File: src/rtl/dmem_arbiter_if.sv
// Bundle of both master ports (A: CPU, B: DMA/debug) and the shared 32x8 memory pins.
interface dmem_arbiter_if #(
    parameter int ADDR_W = 5,
    parameter int DATA_W = 8
);
    logic              a_req;
    logic              a_we;
    logic              a_lock;
    logic [ADDR_W-1:0] a_addr;
    logic [DATA_W-1:0] a_wdata;
    logic              a_gnt;
    logic              a_rvalid;
    logic [DATA_W-1:0] a_rdata;

    logic              b_req;
    logic              b_we;
    logic              b_lock;
    logic [ADDR_W-1:0] b_addr;
    logic [DATA_W-1:0] b_wdata;
    logic              b_gnt;
    logic              b_rvalid;
    logic [DATA_W-1:0] b_rdata;

    logic              mem_en;
    logic [ADDR_W-1:0] mem_addr;
    logic [DATA_W-1:0] mem_wdata;
    logic [DATA_W-1:0] mem_rdata;

    // Arbiter side: takes requests from both masters, drives the memory pins.
    modport slave (
        input  a_req, a_we, a_lock, a_addr, a_wdata,
        output a_gnt, a_rvalid, a_rdata,
        input  b_req, b_we, b_lock, b_addr, b_wdata,
        output b_gnt, b_rvalid, b_rdata,
        output mem_en, mem_addr, mem_wdata,
        input  mem_rdata
    );

    // Environment side: masters and memory.
    modport master (
        output a_req, a_we, a_lock, a_addr, a_wdata,
        input  a_gnt, a_rvalid, a_rdata,
        output b_req, b_we, b_lock, b_addr, b_wdata,
        input  b_gnt, b_rvalid, b_rdata,
        input  mem_en, mem_addr, mem_wdata,
        output mem_rdata
    );
endinterface

File: src/rtl/dmem_arbiter.sv
// Round-robin two-port arbiter for the shared data memory, with lock for atomic RMW.
// One access is issued per cycle; read data returns one cycle after the issue cycle.
module dmem_arbiter #(
    parameter int ADDR_W = 5,
    parameter int DATA_W = 8
) (
    input  logic           Clk,
    input  logic           Reset,
    dmem_arbiter_if.slave  bus
);
    typedef enum logic [1:0] {IDLE, OWN_A, OWN_B} owner_t;

    owner_t            owner;
    logic              last_gnt_b;   // 1 = B granted last, so A is preferred on a tie
    logic              issue_valid;
    logic              issue_port;   // 0 = A, 1 = B
    logic              arb_free;
    logic              sel_a;
    logic              sel_b;
    logic              sel_we;
    logic [ADDR_W-1:0] sel_addr;
    logic [DATA_W-1:0] sel_wdata;

    // Grant selection; a lock owner that drops both req and lock releases in the same
    // cycle, so the other port may be granted immediately.
    always_comb begin
        arb_free = (owner == IDLE)
                 || (owner == OWN_A && !bus.a_req && !bus.a_lock)
                 || (owner == OWN_B && !bus.b_req && !bus.b_lock);
        sel_a = 1'b0;
        sel_b = 1'b0;
        if (arb_free) begin
            if (bus.a_req && bus.b_req) begin
                sel_a = last_gnt_b;
                sel_b = !last_gnt_b;
            end else begin
                sel_a = bus.a_req;
                sel_b = bus.b_req;
            end
        end else if (owner == OWN_A) begin
            sel_a = bus.a_req;
        end else begin
            sel_b = bus.b_req;
        end
        bus.a_gnt = sel_a;
        bus.b_gnt = sel_b;
        sel_we    = sel_b ? bus.b_we    : bus.a_we;
        sel_addr  = sel_b ? bus.b_addr  : bus.a_addr;
        sel_wdata = sel_b ? bus.b_wdata : bus.a_wdata;
    end

    // Owner FSM and round-robin pointer.
    always_ff @(posedge Clk or negedge Reset) begin
        if (!Reset) begin
            owner      <= IDLE;
            last_gnt_b <= 1'b1;
        end else if (sel_a) begin
            owner      <= bus.a_lock ? OWN_A : IDLE;
            last_gnt_b <= 1'b0;
        end else if (sel_b) begin
            owner      <= bus.b_lock ? OWN_B : IDLE;
            last_gnt_b <= 1'b1;
        end else if (arb_free) begin
            owner      <= IDLE;
        end
    end

    // Issue stage registers the granted command; completion stage captures read data.
    always_ff @(posedge Clk or negedge Reset) begin
        if (!Reset) begin
            issue_valid   <= 1'b0;
            issue_port    <= 1'b0;
            bus.mem_en    <= 1'b0;
            bus.mem_addr  <= '0;
            bus.mem_wdata <= '0;
            bus.a_rvalid  <= 1'b0;
            bus.a_rdata   <= '0;
            bus.b_rvalid  <= 1'b0;
            bus.b_rdata   <= '0;
        end else begin
            if (sel_a || sel_b) begin
                issue_valid   <= 1'b1;
                issue_port    <= sel_b;
                bus.mem_en    <= sel_we;
                bus.mem_addr  <= sel_addr;
                bus.mem_wdata <= sel_wdata;
            end else begin
                issue_valid   <= 1'b0;
                bus.mem_en    <= 1'b0;
            end

            bus.a_rvalid <= issue_valid && !bus.mem_en && !issue_port;
            bus.b_rvalid <= issue_valid && !bus.mem_en &&  issue_port;
            if (issue_valid && !bus.mem_en && !issue_port)
                bus.a_rdata <= bus.mem_rdata;
            if (issue_valid && !bus.mem_en && issue_port)
                bus.b_rdata <= bus.mem_rdata;
        end
    end
endmodule

File: src/flat_wrapper.sv
// flat-port wrapper written by rule: the top's interface ports become plain ports
module dmem_arbiter_flat 
#(
    parameter int ADDR_W = 5,
    parameter int DATA_W = 8
)
  (Clk, Reset, bus_a_req, bus_a_we, bus_a_lock, bus_a_addr, bus_a_wdata, bus_a_gnt, bus_a_rvalid, bus_a_rdata, bus_b_req, bus_b_we, bus_b_lock, bus_b_addr, bus_b_wdata, bus_b_gnt, bus_b_rvalid, bus_b_rdata, bus_mem_en, bus_mem_addr, bus_mem_wdata, bus_mem_rdata);
  dmem_arbiter_if #(.ADDR_W(ADDR_W), .DATA_W(DATA_W)) bus_i ();
  input  logic Clk;
  input  logic Reset;
  input wire logic [$bits(bus_i.a_req)-1:0] bus_a_req;
  input wire logic [$bits(bus_i.a_we)-1:0] bus_a_we;
  input wire logic [$bits(bus_i.a_lock)-1:0] bus_a_lock;
  input wire logic [$bits(bus_i.a_addr)-1:0] bus_a_addr;
  input wire logic [$bits(bus_i.a_wdata)-1:0] bus_a_wdata;
  output wire logic [$bits(bus_i.a_gnt)-1:0] bus_a_gnt;
  output wire logic [$bits(bus_i.a_rvalid)-1:0] bus_a_rvalid;
  output wire logic [$bits(bus_i.a_rdata)-1:0] bus_a_rdata;
  input wire logic [$bits(bus_i.b_req)-1:0] bus_b_req;
  input wire logic [$bits(bus_i.b_we)-1:0] bus_b_we;
  input wire logic [$bits(bus_i.b_lock)-1:0] bus_b_lock;
  input wire logic [$bits(bus_i.b_addr)-1:0] bus_b_addr;
  input wire logic [$bits(bus_i.b_wdata)-1:0] bus_b_wdata;
  output wire logic [$bits(bus_i.b_gnt)-1:0] bus_b_gnt;
  output wire logic [$bits(bus_i.b_rvalid)-1:0] bus_b_rvalid;
  output wire logic [$bits(bus_i.b_rdata)-1:0] bus_b_rdata;
  output wire logic [$bits(bus_i.mem_en)-1:0] bus_mem_en;
  output wire logic [$bits(bus_i.mem_addr)-1:0] bus_mem_addr;
  output wire logic [$bits(bus_i.mem_wdata)-1:0] bus_mem_wdata;
  input wire logic [$bits(bus_i.mem_rdata)-1:0] bus_mem_rdata;
  assign bus_i.a_req = bus_a_req;
  assign bus_i.a_we = bus_a_we;
  assign bus_i.a_lock = bus_a_lock;
  assign bus_i.a_addr = bus_a_addr;
  assign bus_i.a_wdata = bus_a_wdata;
  assign bus_a_gnt = bus_i.a_gnt;
  assign bus_a_rvalid = bus_i.a_rvalid;
  assign bus_a_rdata = bus_i.a_rdata;
  assign bus_i.b_req = bus_b_req;
  assign bus_i.b_we = bus_b_we;
  assign bus_i.b_lock = bus_b_lock;
  assign bus_i.b_addr = bus_b_addr;
  assign bus_i.b_wdata = bus_b_wdata;
  assign bus_b_gnt = bus_i.b_gnt;
  assign bus_b_rvalid = bus_i.b_rvalid;
  assign bus_b_rdata = bus_i.b_rdata;
  assign bus_mem_en = bus_i.mem_en;
  assign bus_mem_addr = bus_i.mem_addr;
  assign bus_mem_wdata = bus_i.mem_wdata;
  assign bus_i.mem_rdata = bus_mem_rdata;
  dmem_arbiter #(.ADDR_W(ADDR_W), .DATA_W(DATA_W)) u_core (.Clk(Clk), .Reset(Reset), .bus(bus_i));
endmodule
File: config.mk
export PLATFORM = sky130hd
export DESIGN_NAME = dmem_arbiter_flat
export DESIGN_NICKNAME = d
export VERILOG_FILES = /design/src/rtl/dmem_arbiter_if.sv /design/src/rtl/dmem_arbiter.sv /design/src/flat_wrapper.sv
export SDC_FILE = /design/constraint.sdc
export NUM_CORES = 1
export LEC_CHECK = 0
export ABC_AREA = 1
export ABC_CLOCK_PERIOD_IN_PS = 2600
export CAP_MARGIN = 40
export CORE_UTILIZATION = 45
export DETAILED_ROUTE_END_ITERATION = 8
export HOLD_SLACK_MARGIN = 0.12
export PLACE_DENSITY = 0.88
export SLEW_MARGIN = 20
export SYNTH_ARGS = -nofsm -noshare
export SYNTH_HDL_FRONTEND = slang
export SYNTH_SLANG_ARGS = --single-unit
File: constraint.sdc
create_clock -name Clk -period 2.6 [get_ports Clk]
set_clock_uncertainty 0.2 [all_clocks]
set_input_delay 0.52 -clock Clk [delete_from_list [all_inputs] [get_ports Clk]]
set_output_delay 0.52 -clock Clk [all_outputs]
set_load 0.01 [all_outputs]
==> summary.txt <==
Clock tree
  • Num CTS Buffers: 5
  • # clock sinks: 37
  • H-tree depth: 2
  • Worst skew pair latency: about 0.28 ns
  • CTS tree: yes
  • Reg clk slew, reported paths: 0.07 ns
  • Bufs on Longest Clock Path: 2
  • CTS Root Cell: clkbuf_8

Setup path
  • CP Class: input pin to output port
  • Top delay family on crit path: buffers and inverters
  • Max FO, Critical Path: 3
  • Crit. End Element: output port
  • CP cell instances: clkdlybuf4s50_1 > inv_1 > o21ai_1 > nand3b_1 > nand2_1 > dlygate4sd2_1
  • Worst setup SP type: input pin
  • CP max stage cell: clkdlybuf4s50_1
  • Data required, critical path: approximately 1.9 ns
  • Buf/Inv on CP: 3
  • Crit path DAT: 1.70 ns
  • CP peak stage delay: ~0.50 ns

STA
  • Max Slew Vio Count: 0
  • Fin. Hold Viols: 0
  • Worst hold margin: 0.2501 ns
  • Fmax: roughly 410 MHz
  • Final setup viols: 0
  • RSZ-0062 raised after global routing: no
  • Least-Margin Pin Slew: 0.4054 ns
  • Final period util: 0.9323
  • Worst slew margin: 0.7294
  • Final period demand of the worst path: 2.424 ns
  • PnR worst setup slack: approximately 0.18 ns

GRT
  • Largest net degree at the start of global routing: 38
  • Vias in the first global route: between 1500 and 2000
  • Antenna violations before repair: 0
  • First-pass GRT wire length: ~7300 um
  • GR Overflow Total: 0
  • Tot GR Track Use: 0.2254

Power and ir drop
  • Clock Power Share: 0.131
  • Sequential power share: 0.348
  • Int Power: approximately 0.0018 W
  • PwrDens: about 1100 nW/um2
  • Worst VDD drop: roughly 0.47 mV
  • Share of total power in combinational logic: 0.520
  • Power, Total: about 0.0029 W
  • P_sw: ~0.0011 W
  • Leak Pwr: 1.416 nW
  • Sw Ratio: 0.3796

Floorplanning
  • Die X: 65.06 um
  • # rows: 22
  • Effective utilization at floorplan: 0.4779
  • # IOs: between 70 and 80
  • Die extent in y: between 60 and 70 um
  • CORE AREA: between 3000 and 4000 um2
  • Die ar.: between 4000 and 5000 um2

Logic synthesis
  • Post-synth ARST share: 1.000
  • Top cell type's share of synthesized area: 0.5035
  • Post-synth top area cell: dfrtp_1
  • Synthesized cell area: 1789 um2
  • Number of distinct library cells after synthesis: 19
  • Count leader, synth: nand2_1
  • Top_reg_cell synth: dfrtp_1
  • Yosys warnings: 0
  • Synth Instances: 222
  • Avg Cell Area, Syn: 8.060 um2
  • Dominant cells by area after synthesis: dfrtp_1, nand3_1, nand2_1, inv_1, o21ai_0
  • Syn_nets: 264
  • #FFs+latches synth: 37
  • Synth cell count leaders: nand2_1, inv_1, nand3_1
  • Register area share after synthesis: 0.5182
  • Post-synth EDFFs: 0

Layout
  • Layout cells sized above 1: 0.1150
  • Layout Nets: between 300 and 400
  • Area grow syn2layout: 54.55%
  • Antenna cells: 0

Placement
  • Port Buffer Count: 75
  • Post-place setup slack: -0.1377 ns
  • Final GP Congestion: 0.8944
  • Hpwl dp: ~3200 um

Route
  • Routed wl met2: between 2000 and 2500 um
  • Total wire length: roughly 4300 um
  • DRT met1 WL: 1897 um
  • Final ANT Viol Nets: 0
  • Top Layer Used: met4
  • Routed vias: about 1700
  • Routed wire per std cell: 11.92 um
  • Vias per cell: around 4.8
  • Pre-antenna DRT Iters: 4
  • Routed wl met3: roughly 300 um
  • Drt initial violations: ~100
  • # DRC: 0

Run
  • Number of max-cap violations: 0

Hold path
  • Hold crit path type: flip-flop to flip-flop

Outcome
  • Outcome: complete, no violations
[power groups by stage]
| stage | sequential, W | clock [W] | combinational (W) |
|---|---|---|---|
| 2_1_floorplan | 0.00113 | 0 | 0.000637 |
| 3_3_place_gp | 0.00102 | 0 | 0.00149 |
| 3_5_place_dp | 0.00102 | 0 | 0.00153 |
| 4_1_cts | 0.00102 | 0.000394 | 0.00153 |
| 5_1_grt | 0.00105 | 0.000427 | 0.00169 |
| 6_report | 0.00102 | 0.000383 | 0.00152 |
[worst paths after layout]
path / from / end / slack, ns / cells after the start
max in group asynchronous: Reset / u_core.last_gnt_b$_DFFE_PN1P_ / 1.38 / 3
min: u_core.issue_port$_DFFE_PN0P_ / u_core.bus.a_rvalid$_DFF_PN0_ / 0.25 / 1
min reg2reg: u_core.issue_port$_DFFE_PN0P_ / u_core.bus.a_rvalid$_DFF_PN0_ / 0.25 / 1
max reg2reg: u_core.owner[0]$_DFFE_PN0P_ / u_core.bus.mem_addr[2]$_DFFE_PN0P_ / 0.73 / 10
min in group asynchronous: Reset / u_core.bus.b_rvalid$_DFF_PN0_ / 0.38 / 2
max: bus_b_req / bus_a_gnt / 0.18 / 6
[layout by cell type, fill, tap and decap left out, types with 2 or more instances in the layout]
cell type / synthesis / final
clkinv_2: 0 / 2
inv_1: 43 / 43
dlygate4sd2_1: 0 / 4
nand2_2: 4 / 4
nor3_1: 2 / 2
clkbuf_8: 0 / 5
clkdlybuf4s50_1: 0 / 70
nand2_4: 2 / 2
nand2_1: 54 / 54
dfrtp_1: 36 / 36
nand3_1: 43 / 43
nand3_2: 3 / 3
o21ai_0: 21 / 20
buf_4: 1 / 14
[cells by family after synthesis]
kind of cell,Yosys count,share of synthesized area
AOI/OAI and AO/OA,23,0.07063
DFF,37,0.5182
buffers and inverters,51,0.1161
and+or+nand+nor,111,0.2951
[metrics by stage]
stage / area [um2] / setup TNS [ns] / instances / util
after global placement: 2654 / -0.1950 / 351 / 0.7089
final: 2765 / 0 / 361 / 0.7386
after floorplan: 1789 / 0 / 222 / -
after CTS: 2735 / 0 / 359 / 0.7306
after global routing: 2765 / 0 / 361 / 0.7386
after detailed placement: 2654 / -0.2571 / 351 / 0.7089
[area by class of cell]
cell class	count	area, um2
multi-input cells	134	654.4
clock buffers	5	68.82
well taps	48	60.06
inverters	43	161.4
clock inverters	3	17.52
flip-flops and latches	37	927.1
repair buffers	91	875.8
fillers	299	978.4
[flip-flops by register name (all words and copies together), names as in the netlist]
register,flops
u_core.bus.a_rdata,8
u_core.bus.b_rdata,8
u_core.bus.mem_wdata,8
u_core.bus.mem_addr,5
u_core.owner,2
u_core.bus.a_rvalid,1
u_core.bus.b_rvalid,1
u_core.bus.mem_en,1
u_core.issue_port,1
u_core.issue_valid,1
u_core.last_gnt_b,1
[timing repair]
item	4_1_cts	5_1_grt
resized for setup	5	0
setup endpoints to repair	2	0
setup buffers	0	0
hold buffers	0	1
endpoints found under the hold margin	0	36
[routing by layer]
layer | track usage | vias up
met5 | 0 | -
met2 | 0.3815 | 62
met3 | 0.05282 | 5
li1 | - | 875
met1 | 0.2849 | 804
met4 | 0.06793 | 0
(Power assumes the default switching activity.)
